===== config.mk =====
export PLATFORM = sky130hd
export DESIGN_NAME = bcd_counter_mux7seg
export DESIGN_NICKNAME = d
export VERILOG_FILES = /design/src/rtl/bcd7seg_pkg.sv /design/src/rtl/bcd_digit_cell.sv /design/src/rtl/bcd_counter_mux7seg.sv
export SDC_FILE = /design/constraint.sdc
export NUM_CORES = 1
export LEC_CHECK = 0
export ABC_AREA = 0
export CAP_MARGIN = 10
export CORE_MARGIN = 4
export CORE_UTILIZATION = 48
export CTS_BUF_LIST = sky130_fd_sc_hd__clkbuf_8
export CTS_CLUSTER_DIAMETER = 40
export DETAILED_ROUTE_END_ITERATION = 16
export PLACE_DENSITY_LB_ADDON = 0.15
export RECOVER_POWER = 25
export REMOVE_ABC_BUFFERS = 1
export SLEW_MARGIN = 20
export SYNTH_ARGS = -nofsm -noshare
export SYNTH_HDL_FRONTEND = slang
export SYNTH_SLANG_ARGS = --single-unit

===== constraint.sdc =====
create_clock -name clk -period 2.9 [get_ports clk]
set_clock_uncertainty 0.15 [all_clocks]
set_input_delay 0.435 -clock clk [delete_from_list [all_inputs] [get_ports clk]]
set_output_delay 0.435 -clock clk [all_outputs]
set_load 0.01 [all_outputs]

===== src/rtl/bcd7seg_pkg.sv =====
// bcd7seg_pkg: segment type, BCD decode table and decode helper shared by the counter display.
package bcd7seg_pkg;
    typedef logic [6:0] seg_t;
    localparam seg_t SEG_LUT [10] = '{
        7'b0111111, 7'b0000110, 7'b1011011, 7'b1001111, 7'b1100110,
        7'b1101101, 7'b1111101, 7'b0000111, 7'b1111111, 7'b1101111
    };
    function automatic seg_t bcd_to_seg(input logic [3:0] nibble, input logic blank);
        return (blank || nibble > 4'd9) ? '0 : SEG_LUT[nibble];
    endfunction
endpackage


===== src/rtl/bcd_digit_cell.sv =====
// bcd_digit_cell: one BCD decade with load, up/down step and combinational wrap to the next decade.
module bcd_digit_cell (
    input  logic       clk,
    input  logic       reset,
    input  logic       step,
    input  logic       up,
    input  logic       load,
    input  logic [3:0] load_nibble,
    output logic [3:0] digit,
    output logic       wrap
);
    logic [3:0] digit_q, digit_d;
    always_comb begin
        digit_d = load ? (load_nibble > 4'd9 ? 4'd0 : load_nibble)
                : step ? (up ? (digit_q == 4'd9 ? 4'd0 : digit_q + 4'd1)
                             : (digit_q == 4'd0 ? 4'd9 : digit_q - 4'd1))
                : digit_q;
    end
    always_ff @(posedge clk) begin
        if (reset) digit_q <= 4'd0;
        else       digit_q <= digit_d;
    end
    assign digit = digit_q;
    assign wrap  = step && (up ? digit_q == 4'd9 : digit_q == 4'd0);
endmodule


===== src/rtl/bcd_counter_mux7seg.sv =====
// bcd_counter_mux7seg: multi-decade BCD up/down counter driving a time-multiplexed seven-segment display.
module bcd_counter_mux7seg
    import bcd7seg_pkg::*;
#(
    parameter int DIGITS      = 4,
    parameter int REFRESH_DIV = 50000,
    parameter bit ACTIVE_LOW  = 1'b0,
    parameter bit BLANK_LZ    = 1'b0
) (
    input  logic                clk,
    input  logic                reset,
    input  logic                en,
    input  logic                up,
    input  logic                load,
    input  logic [4*DIGITS-1:0] load_val,
    output logic [4*DIGITS-1:0] bcd,
    output logic                carry,
    output logic [6:0]          seg,
    output logic [DIGITS-1:0]   an
);
    localparam int RW = REFRESH_DIV > 1 ? $clog2(REFRESH_DIV) : 1;
    localparam int IW = DIGITS > 1 ? $clog2(DIGITS) : 1;
    logic [DIGITS:0]      step;
    logic                 carry_q;
    logic [RW-1:0]        ref_q, ref_d;
    logic [IW-1:0]        idx_q, idx_d;
    logic [DIGITS-1:0]    zero_up, an_d, an_q;
    logic                 ref_last, blank;
    seg_t                 seg_d, seg_q;
    assign step[0] = en && !load;
    for (genvar i = 0; i < DIGITS; i++) begin : g_cell
        bcd_digit_cell u_cell (
            .clk        (clk),
            .reset      (reset),
            .step       (step[i]),
            .up         (up),
            .load       (load),
            .load_nibble(load_val[4*i +: 4]),
            .digit      (bcd[4*i +: 4]),
            .wrap       (step[i+1])
        );
    end
    // display is driven from the next digit index so an changes exactly every REFRESH_DIV cycles
    always_comb begin
        ref_last = ref_q == RW'(REFRESH_DIV - 1);
        ref_d    = ref_last ? '0 : ref_q + RW'(1);
        idx_d    = !ref_last ? idx_q : (idx_q == IW'(DIGITS - 1) ? '0 : idx_q + IW'(1));
        zero_up  = '0;
        zero_up[DIGITS-1] = bcd[4*DIGITS-1 -: 4] == 4'd0;
        for (int k = DIGITS - 2; k >= 0; k--) zero_up[k] = zero_up[k+1] && bcd[4*k +: 4] == 4'd0;
        blank    = BLANK_LZ && idx_d != '0 && zero_up[idx_d];
        seg_d    = bcd_to_seg(bcd[4*idx_d +: 4], blank);
        an_d     = DIGITS'(1) << idx_d;
    end
    always_ff @(posedge clk) begin
        if (reset) begin
            carry_q <= 1'b0;
            ref_q   <= '0;
            idx_q   <= '0;
            seg_q   <= ACTIVE_LOW ? ~SEG_LUT[0] : SEG_LUT[0];
            an_q    <= ACTIVE_LOW ? ~DIGITS'(1) : DIGITS'(1);
        end else begin
            carry_q <= step[DIGITS];
            ref_q   <= ref_d;
            idx_q   <= idx_d;
            seg_q   <= ACTIVE_LOW ? ~seg_d : seg_d;
            an_q    <= ACTIVE_LOW ? ~an_d : an_d;
        end
    end
    assign carry = carry_q;
    assign seg   = seg_q;
    assign an    = an_q;
endmodule

; Word-level counts from Yosys, hierarchy flattened
; Memories as Yosys holds them, arrays and structs flattened.
; Cells that the tools add are included.
[totals]
register_bits = 46
rom_bits = 112
output_inout_bits = 28
wordCells = 85
memories = 1
[mem_list]
columns = memory, depth, word_bits, rd, rd_clocked_by_memory_dff, wr, line
row1 = (name not given), 16, 7, 1, 0, 0, bcd7seg_pkg.sv:9  ; return (blank || nibble > 4'd9) ? '0 : SEG_LUT[nibble];
[op_classes]
addsub = 10
magnitude_cmp = 6
n_eq_ne = 6
n_shift = 2
muxes = 33
n_bitwise = 1
reduce_logical = 16
[op_table]
columns = cell, n
row1 = 2-to-1 mux 4 bit, 24
row2 = greater-than comparator 4 bit (second input constant), 5
row3 = adder 16 x 1 -> 16 bit (second input constant), 1
row4 = adder 4 x 1 -> 4 bit (second input constant), 4
row5 = == test 16 bit (second input constant), 1
row6 = == test 4 bit (second input constant), 4
row7 = zero test 4 bit, 4
row8 = variable part select 16 x 5 -> 4 bit, 1
row9 = subtractor 4 x 1 -> 4 bit (second input constant), 4
row10 = 2-to-1 mux 7 bit, 2
row11 = nonzero test 2 bit, 4
row12 = 2-to-1 mux 6 bit, 1
row13 = >= comparator 5 bit (second input constant), 1
row14 = logical AND 1 bit, 5
row15 = inverter 4 -> 5 bit, 1
row16 = 2-to-1 mux 1 bit, 4
row17 = 2-to-1 mux 2 bit, 2
row18 = OR reduction 2 bit, 2
row19 = left shift 1 x 2 -> 4 bit (first input constant), 1
row20 = adder 2 x 1 -> 2 bit (second input constant), 1
row21 = == test 2 bit (second input constant), 1
row22 = zero test 1 bit, 1

; Longest topological paths before layout
; Gate-level depths: netlist (run 1).
[logic_depth]
ltp_word = 9
ltp_mapped = 10
depth_no_buf = 10

; Cells and area by module
; From an unflattened synthesis (run 1), not the netlist that was laid out.
[unflattened]
cells_unflattened = 380
area_unflattened_um2 = 3015.4
[by_module_without_submodules]
columns = module, instances, cells_per_inst, area_per_inst_um2, seq_area_each_um2
row1 = bcd_digit_cell, 4, 56, 379.1, 80.1
row2 = bcd_counter_mux7seg, 1, 156, 1498.9, 600.6

; Worst setup path after synthesis (run 1)
; OpenSTA, ideal clock, no wires.
[synth_timing]
kind = register to register
from = register ref_q[0]
to = register seg_q[5] (netlist: seg[5])
setup_time_ps = 137
t_arrival_ps = 2734
required_ps = 2613
setup_slack_ps = -121
path_stages_with_launch = 10
path_buffers = 0
synth_period_minus_slack_ps = 3021
path_cell_list = dfxtp_1 -> ha_1 -> and3_1 -> nand4_1 -> mux2i_2 -> mux4_2 -> ha_1 -> or2_2 -> mux2i_1 -> o221ai_1
[synth_via]
elab_chain_cells = 8
[synth_rtl]
columns = item, line
row1 = from (decl), bcd_counter_mux7seg.sv:25  ; logic [RW-1:0] ref_q, ref_d;
row2 = from (signal assigned), bcd_counter_mux7seg.sv:64  ; ref_q <= ref_d;
row3 = == test 16 bit *, bcd_counter_mux7seg.sv:45  ; ref_last = ref_q == RW'(REFRESH_DIV - 1);
row4 = 2-to-1 mux 2 bit *, bcd_counter_mux7seg.sv:47  ; idx_d = !ref_last ? idx_q : (idx_q == IW'(DIGITS - 1) ? '0 : idx_q + IW'(1));
row5 = variable part select 16 x 5 -> 4 bit *, bcd_counter_mux7seg.sv:52  ; seg_d = bcd_to_seg(bcd[4*idx_d +: 4], blank);
row6 = inverter 4 -> 5 bit (not written as such), bcd7seg_pkg.sv:9
row7 = memory (16 x 7 bit), n/a
row8 = 2-to-1 mux 7 bit (not written as such) (2 in series), bcd7seg_pkg.sv:9
row9 = 2-to-1 mux 6 bit *, bcd7seg_pkg.sv:9
row10 = to (signal assigned), bcd_counter_mux7seg.sv:60  ; seg_q <= ACTIVE_LOW ? ~SEG_LUT[0] : SEG_LUT[0];
row11 = to (signal assigned), bcd_counter_mux7seg.sv:66  ; seg_q <= ACTIVE_LOW ? ~seg_d : seg_d;
row12 = to (decl), bcd_counter_mux7seg.sv:29  ; seg_t seg_d, seg_q;
; Every way passes the cells marked *; elsewhere a longest branch is shown, timed or not. The select of a mux whose other input is x is not followed.
; A chain may end at the register's enable or synchronous reset.

; Worst setup path in the final report (run 1)
[layout_timing]
from = register ref_q[1]
to = register seg_q[5] (netlist: seg[5])
; The elaborated chain is that of the path after synthesis.

==> results of run 1 <==
[sequential cells by signal, summed over array words and instances (netlist names)]
signal,count
g_cell.u_cell.digit,16
idx_q,2
seg,7
carry,1
an,4
ref_q,16
[where the power goes]
group,switching (mW),internal (mW)
registers,0.0277,0.653
clock network,0.233,0.170
logic,0.123,0.138
total,0.384,0.961
[Yosys cell counts (3+ instances only)]
library cell,n,area share [%]
nor2_1,50,6.9
nor4b_1,3,0.97
mux2i_1,3,1.1
a211o_1,4,1.3
xor2_1,10,3.2
dfxtp_1,46,34
o22ai_1,3,0.69
mux4_2,4,3.3
clkbuf_1,19,2.6
xnor2_1,12,3.9
and2_1,6,1.4
ha_1,7,3.2
buf_2,5,0.92
o31ai_1,3,0.83
nand2_1,15,2.1
nand3_1,12,2.2
or3_1,5,1.1
nand2b_1,5,1.1
or2_2,3,0.69
o21ai_0,23,4.2
inv_1,13,1.8
a21oi_1,21,3.9
and3_1,6,1.4
nor4_1,3,0.69
nand4_1,5,1.1
a31oi_1,7,1.6
nor3_1,11,2.0
o21a_1,5,1.4
nor2b_1,3,0.69
[worst min-delay path by stage]
| stage | from | to | slack [ns] | depth (start not counted) |
|---|---|---|---|---|
| 2_1_floorplan | ref_q[0] | ref_q[0] | 0.27 | 1 |
| 3_3_place_gp | ref_q[15] | ref_q[15] | 0.35 | 2 |
| 3_5_place_dp | ref_q[0] | ref_q[0] | 0.37 | 2 |
| 4_1_cts | ref_q[0] | ref_q[0] | 0.38 | 2 |
| 5_1_grt | ref_q[0] | ref_q[0] | 0.42 | 2 |
| 6_report | ref_q[0] | ref_q[0] | 0.39 | 2 |
[logic make-up after synthesis]
group / Yosys count / synth area share (%)
AO/OA/AOI/OAI: 86 / 20.27
XOR/XNOR: 22 / 7.077
adder cells (fa/ha/maj): 7 / 3.217
buffers and inverters: 38 / 5.469
flip-flops: 46 / 33.82
multiplexers: 9 / 5.331
AND/OR/NAND/NOR: 134 / 24.82
[routing by layer]
layer | vias up | routed length, um | share of wire [%]
met4 | 0 | 54 | 0.85
li1 | 1339 | - | -
met5 | - | 0 | 0
met3 | 7 | 309 | 4.9
met2 | 72 | 3107 | 49
met1 | 1193 | 2852 | 45
[through the flow]
step                      setup TNS (ns)  power [mW]  hold WS [ns]
after floorplan                  -0.2842      0.8169        0.2675
after global placement           -0.6746      0.9452        0.3497
after detailed placement         -0.8969      0.9481        0.3695
after CTS                              0       1.350        0.3825
after global routing            -0.06272       1.406        0.4189
final                                  0       1.345        0.3886
[timing repair]
item / 4_1_cts / 5_1_grt
endpoints found under the setup margin: 3 / 7
resized for setup: 6 / 14
pin swaps: 3 / 6
[critical path, cell delays in order, from the launching register on]
cell and delay [ns]:
dfxtp_2 0.35, ha_4 0.16, and3_4 0.18, nand4_1 0.16, mux2i_4 0.31, mux4_2 0.62
ha_4 0.20, or2_2 0.28, mux2i_1 0.14, o221ai_1 0.11
[cell type report]
| class | count | area, sq um |
|---|---|---|
| multi-input cells | 258 | 1743 |
| fillers | 450 | 1889 |
| repair buffers | 80 | 720.7 |
| clock inverters | 3 | 21.27 |
| clock buffers | 5 | 68.82 |
| flip-flops and latches | 46 | 924.6 |
| inverters | 13 | 48.80 |
| well taps | 72 | 90.09 |
==> impl_metrics.yaml, run 1 <==
global_route:
  busiest_layer: "met2"
  grt_remaining_overflow: 0
  met3_usage_pct: 3.571
  grt_pass1_vias: 2486
  antenna_found_initial: 0
  grtUsageMet1_pct: 22.24
  grt_max_degree: 33
  met2_usage_pct: 32.58
  grt_pass1_wl_um: 10770
  grtUsageTotal_pct: 18.07
synth:
  yosysUniqueCellTypes: 54
  postSynthAreaPerCell_sq_um: 7.961
  yosys_warnings: 0
  postSynthCellCount: 342
  async_flop_share_pct: 0
  synth_edf_count: 0
  synth-main-ff-cell: "dfxtp_1"
  synth_area_sq_mm: 0.002723
  ys_seq_area_share_pct: 33.82
  ys_ff_latch: 46
placement:
  dp.final_hpwl_um: 4596
  dp.cells: 469
  port_buffers: 48
  dp_slack_ns: -0.1655
  gp_congestion: 0.8014
  dpl_cell_area_sq_mm: 0.003433
cts:
  path_clk_slew_ns: 0.09
  cts.sinks: 46
  worstSkewPairLatency_ns: 0.30
  cts_setup_buffers: 0
  root_buffer: "clkbuf_8"
  cts_buffers: 5
  postCtsHoldBufs: 0
  clock_path_buffers: 2
  htree_levels: 2
  cts_tree: "yes"
power:
  max-vdd-ir-drop_mv: 0.2306
  powerDensity_mw_per_mm2: 371.8
  leakagePower_nw: 1.329
status:
  status: "completed"
cells_and_area:
  area_growth_pct: 32.86
  utilization_pct: 65.69
  instances_no_fill: 477
  drive_above_1_share_pct: 16.54
  stdcell_area_sq_mm: 0.003617
  final_nets: 432
  antenna_cells: 0
  mostFrequentLayoutCell: "nor2_1"
  final_cell_mix: "50 x nor2_1, 48 x clkdlybuf4s50_1, 43 x dfxtp_1"
hold_path:
  hold_path_class: "reg -> reg"
timing:
  finalHoldViolCount: 0
  final_max_slew_viol_count: 0
  rsz0062_at_grt: "yes"
  period_minus_slack_ns: 2.801
  worstMarginPinSlew_ns: 0.4727
  fmax_ghz: 0.3571
  finalCritPeriodShare_pct: 96.57
  setup_viol: 0
  maxSlewHeadroom_pct: 68.41
  setup_ws_ns: 0.09946
worst_setup_path:
  crit_path_start: "ref_q[1]"
  end_kind: "register"
  endpoint: "seg[5]"
  timing_worst_setup_path_type: "reg -> reg"
  cp-start-kind: "register"
  r2r_start: "ref_q[1]"
  cp_max_fo: 3
  r2r-end: "seg[5]"
  ff2ff_path_depth: 9
  cp.required_ns: 2.91
  r2r_setup_slack_ns: 0.1
  worstPathArrival_ns: 2.81
die:
  die_w_um: 83.32
  row_count: 27
  dieArea_sq_mm: 0.006941
  die_h_um: 83.32
  initial_utilization_pct: 49.44
  ios: 49
  core_sq_mm: 0.005507
routing:
  wl_per_cell_um: 13.26
  drc: 0
  drt_wl_total_um: 6323
  num_vias: 2611
  ant_nets: 0
  drt-pass1-iter-count: 4
  viasPerCell: 5.474
  initialDrtViolationCount: 82
run:
  maxCapViolCount: 0
(Power assumes the default switching activity.)
==> run 2, diff against run 1 <==
CORE_MARGIN = unset   (was 4)
GPL_TIMING_DRIVEN = 1   (was unset)
clock period = 2.4 ns   (was 2.9 ns; I/O delays follow)
==> run 2 against run 1 <==
The flow now finishes with violations (negative setup slack). Die area is 14% lower. Combinational power grew 49%. Wire length rose by 16%. Critical endpoint unchanged. Largest cell class unchanged.
==> impl_metrics.yaml, run 2 (synthesis results as in run 1) <==
routing:
  drc: 0
  ant_nets: 0
  viasPerCell: 5.591
  initialDrtViolationCount: 83
  drt_wl_total_um: 7339
  wl_per_cell_um: 14.50
  drt-pass1-iter-count: 4
  num_vias: 2829
worst_setup_path:
  cp.required_ns: 2.42
  worstPathArrival_ns: 2.83
  r2r_start: "ref_q[1]"
  end_kind: "register"
  crit_buf_inv: 0
  ff2ff_path_depth: 9
  path_common_cell: "ha_4"
  path_cells: "ha_4 -> and3_4 -> nand4_1 -> mux2i_4 -> mux4_2 -> ha_4 -> or2_4 -> mux2i_2 -> o221ai_1"
  r2r_setup_slack_ns: -0.41
  timing_worst_setup_path_type: "reg -> reg"
  crit_path_start: "ref_q[1]"
  slowest_stage: "mux4_2"
  cp_max_fo: 3
  r2r-end: "seg[5]"
  crit_family: "multiplexers"
  critPathMaxStageDelay_ns: 0.61
  cp-start-kind: "register"
cts:
  path_clk_slew_ns: 0.09
  postCtsHoldBufs: 0
  worstSkewPairLatency_ns: 0.31
  htree_levels: 2
  cts.sinks: 46
  clock_path_buffers: 2
  cts_buffers: 5
  root_buffer: "clkbuf_8"
  cts_tree: "yes"
hold_path:
  hold-path-endpoint: "ref_q[0]"
  hold_path_class: "reg -> reg"
  hold_depth: 2
  min_from: "ref_q[0]"
timing:
  period_minus_slack_ns: 2.811
  finalHoldViolCount: 0
  maxSlewHeadroom_pct: 57.30
  setup_viol: 11
  setup_ws_ns: -0.4106
  fmax_ghz: 0.3558
  finalCritPeriodShare_pct: 117.1
  final_max_slew_viol_count: 0
  worstMarginPinSlew_ns: 0.6405
  rsz0062_at_grt: "yes"
cells_and_area:
  utilization_pct: 72.75
  area_growth_pct: 46.23
  antenna_cells: 0
  final_nets: 461
  final_cell_mix: "54 x buf_4, 49 x nor2_1, 47 x clkdlybuf4s50_1"
  drive_above_1_share_pct: 25.81
  mostFrequentLayoutCell: "buf_4"
die:
  core_sq_mm: 0.005473
  initial_utilization_pct: 49.75
  dieArea_sq_mm: 0.005978
  ios: 49
  row_count: 27
  die_h_um: 77.32
  die_w_um: 77.32
global_route:
  grt_remaining_overflow: 0
  grtUsageTotal_pct: 23.74
  grt_pass1_wl_um: 11360
  antenna_found_initial: 0
  grt_pass1_vias: 2529
  grt_max_degree: 33
run:
  maxCapViolCount: 0
power:
  pwr-share-seq_pct: 45.1
  finalPower_mw: 1.804
  leakagePower_nw: 1.530
  powerDensity_mw_per_mm2: 453.1
  p_int_mw: 1.304
  comb_power_share_pct: 21.6
  switchingPower_mw: 0.5003
  swShare_pct: 27.73
  p_clk_share_pct: 33.3
  max-vdd-ir-drop_mv: 0.3412
status:
  violations: "negative setup slack"
  status: "finished with violations"
placement:
  dp.final_hpwl_um: 4721
  gp_congestion: 0.8861
  dp_slack_ns: -0.5890
  port_buffers: 48
run 2: cell count changes in the layout (fill, tap and decap cells not counted), moves of 3 or more:
cell     change
buf_6        +5
o21ai_0      -4
dfxtp_1      -3
buf_4       +22
dfxtp_2      +3
run 2: worst max-delay path by stage:
stage | endpoint | slack [ns] | cells past startpoint
2_1_floorplan | seg[5] | -0.62 | 9
3_3_place_gp | g_cell[3].u_cell.digit[2] | -0.56 | 7
3_5_place_dp | g_cell[3].u_cell.digit[2] | -0.59 | 7
4_1_cts | seg[5] | -0.33 | 9
5_1_grt | seg[4] | -0.53 | 8
6_report | seg[5] | -0.41 | 9
run 2: cell type report:
| class | count | area, sq um |
|---|---|---|
| well taps | 72 | 90.09 |
| fillers | 425 | 1491 |
| flip-flops and latches | 46 | 928.4 |
| clock inverters | 3 | 43.79 |
| clock buffers | 5 | 68.82 |
| multi-input cells | 258 | 1848 |
| repair buffers | 109 | 950.9 |
| inverters | 13 | 51.30 |
run 2: power by group through the flow:
stage	logic, mW	clock network, mW	registers [mW]
after floorplan	0.140	0	0.847
after CTS	0.357	0.605	0.811
after global routing	0.425	0.644	0.816
final	0.390	0.601	0.813
after global placement	0.333	0	0.825
after detailed placement	0.339	0	0.826
run 2: stage by stage:
stage	std cells	hold slack (ns)	area, sq um	TNS [ns]
after global placement	486	0.3534	3561	-7.467
after global routing	506	0.4043	3981	-4.222
after floorplan	317	0.2675	2623	-4.925
after CTS	498	0.3758	3814	-2.443
final	506	0.3906	3981	-2.974
after detailed placement	486	0.3574	3561	-8.048
run 2: metal layers:
metal / track usage, % / wire [um] / share of wire, %
met5: 0 / 0 / 0
met4: 9.623 / 151 / 2.1
met3: 4.524 / 250 / 3.4
met2: 40.80 / 3675 / 50
met1: 28.84 / 3261 / 44
run 2: repair_timing:
action,in CTS,in global routing
setup endpoints to repair,15,15
hold endpoints to repair,0,0
buffers inserted,4,8
pin swaps,17,17
resized for setup,27,27
run 2: tightest hold or removal path, cell delays in order, from the launching register on:
cell	delay (ns)
dfxtp_2	0.36
buf_4	0.11
nor2_1	0.04
==> run 3, diff against run 2 <==
SLEW_MARGIN = unset   (was 20)
TNS_END_PERCENT = 30   (was unset)
==> run 3 against run 2 <==
The flow still finishes with violations (negative setup slack). Maximum frequency about the same. Highest routed layer unchanged. Largest cell class unchanged. Flip-flop and latch count unchanged. Critical path depth unchanged. Die area unchanged. Cell count decreased by 1.8%. Utilization decreased by 2.1 points. Cell area decreased by 3.0%.
==> impl_metrics.yaml, run 3 (synthesis results as in run 1) <==
status:
  status: "finished with violations"
  violations: "negative setup slack"
global_route:
  grt_pass1_vias: 2516
  grt_max_degree: 33
  grt_pass1_wl_um: 11360
  grt_remaining_overflow: 0
  grtUsageTotal_pct: 23.64
  antenna_found_initial: 0
cts:
  root_buffer: "clkbuf_8"
  cts_buffers: 5
  worstSkewPairLatency_ns: 0.31
  postCtsHoldBufs: 0
  cts.sinks: 46
  htree_levels: 2
  clock_path_buffers: 2
  path_clk_slew_ns: 0.09
  cts_tree: "yes"
routing:
  num_vias: 2771
  wl_per_cell_um: 13.96
  ant_nets: 0
  drt-pass1-iter-count: 4
  viasPerCell: 5.575
  drt_wl_total_um: 6936
  drc: 0
  initialDrtViolationCount: 125
worst_setup_path:
  timing_worst_setup_path_type: "reg -> reg"
  cp-start-kind: "register"
  cp.required_ns: 2.41
  worstPathArrival_ns: 2.82
  end_kind: "register"
  cp_max_fo: 3
hold_path:
  hold_path_class: "reg -> reg"
timing:
  setup_viol: 9
  fmax_ghz: 0.3559
  finalHoldViolCount: 0
  maxSlewHeadroom_pct: 67.58
  final_max_slew_viol_count: 0
  whs_ns: 0.3901
  finalCritPeriodShare_pct: 117.1
  setup_ws_ns: -0.4095
  worstMarginPinSlew_ns: 0.4851
  rsz0062_at_grt: "yes"
  period_minus_slack_ns: 2.809
cells_and_area:
  drive_above_1_share_pct: 22.82
  mostFrequentLayoutCell: "nor2_1"
  final_nets: 452
  fillerInstances: 449
  area_growth_pct: 41.91
  antenna_cells: 0
  instances_no_fill: 497
  final_cell_mix: "50 x nor2_1, 49 x buf_4, 47 x clkdlybuf4s50_1"
die:
  core_sq_mm: 0.005473
  die_h_um: 77.32
  ios: 49
  die_w_um: 77.32
  initial_utilization_pct: 49.75
  row_count: 27
  dieArea_sq_mm: 0.005978
power:
  powerDensity_mw_per_mm2: 461.1
  finalPower_mw: 1.781
  max-vdd-ir-drop_mv: 0.3371
  leakagePower_nw: 1.472
placement:
  dp.cells: 486
  dp.final_hpwl_um: 4721
  gp_congestion: 0.8861
  port_buffers: 48
run:
  maxCapViolCount: 0
run 3: changes by cell type in the layout (fill, tap and decap cells not counted), sizes merged:
cell	change
buf	-8
clkbuf	-1
run 3: final timing paths:
path	start	end	slack (ns)	depth (start not counted)
setup / recovery	ref_q[1]	seg[5]	-0.41	9
hold / removal	ref_q[0]	ref_q[0]	0.39	2
setup reg to reg	ref_q[1]	seg[5]	-0.41	9
hold reg to reg	ref_q[0]	ref_q[0]	0.39	2
run 3: routing by layer:
layer | share of wire, % | track usage, % | vias up
met5 | 0 | 0 | -
met4 | 2.6 | 9.811 | 0
met3 | 5.1 | 4.524 | 18
met2 | 49 | 40.27 | 91
met1 | 44 | 28.92 | 1288
li1 | - | - | 1374
run 3: timing repair:
action	CTS	global route
gates cloned	0	0
pin swaps	15	7
gates resized for setup	28	13
setup endpoints to repair	15	15
buffers inserted	2	1
run 3: per-stage QoR:
step	instance area, sq um	utilization (%)	TNS, ns	setup WS, ns
floorplan	2623	-	-4.925	-0.6208
global placement	3561	65.07	-7.467	-0.5553
detailed placement	3561	65.07	-8.048	-0.5890
CTS	3800	69.43	-2.438	-0.3294
global route	3864	70.60	-4.032	-0.5179
finish	3864	70.60	-2.730	-0.4095
run 3: layout make-up:
cell class	count	area [sq um]	share of cell area (%)
Clock buffer	5	68.82	1.781
Multi-Input combinational cell	258	1800	46.60
Sequential cell	46	928.4	24.03
Clock inverter	3	43.79	1.133
Tap cell	72	90.09	2.332
Inverter	13	51.30	1.328
Timing Repair Buffer	100	880.8	22.80
run 3: worst max-delay path, stage by stage (launching register included):
cell and delay [ns]:
dfxtp_2 0.37, ha_4 0.14, and3_4 0.17, nand4_1 0.22
mux2i_4 0.29, mux4_2 0.61, ha_4 0.20, or2_4 0.23
mux2i_2 0.16, o221ai_1 0.12
run 3: where the power goes:
group	internal (mW)	switching, mW	leakage, nW
registers	0.789	0.0230	0.377
clock network	0.313	0.288	0.0585
logic	0.190	0.178	1.04
total	1.29	0.489	1.47
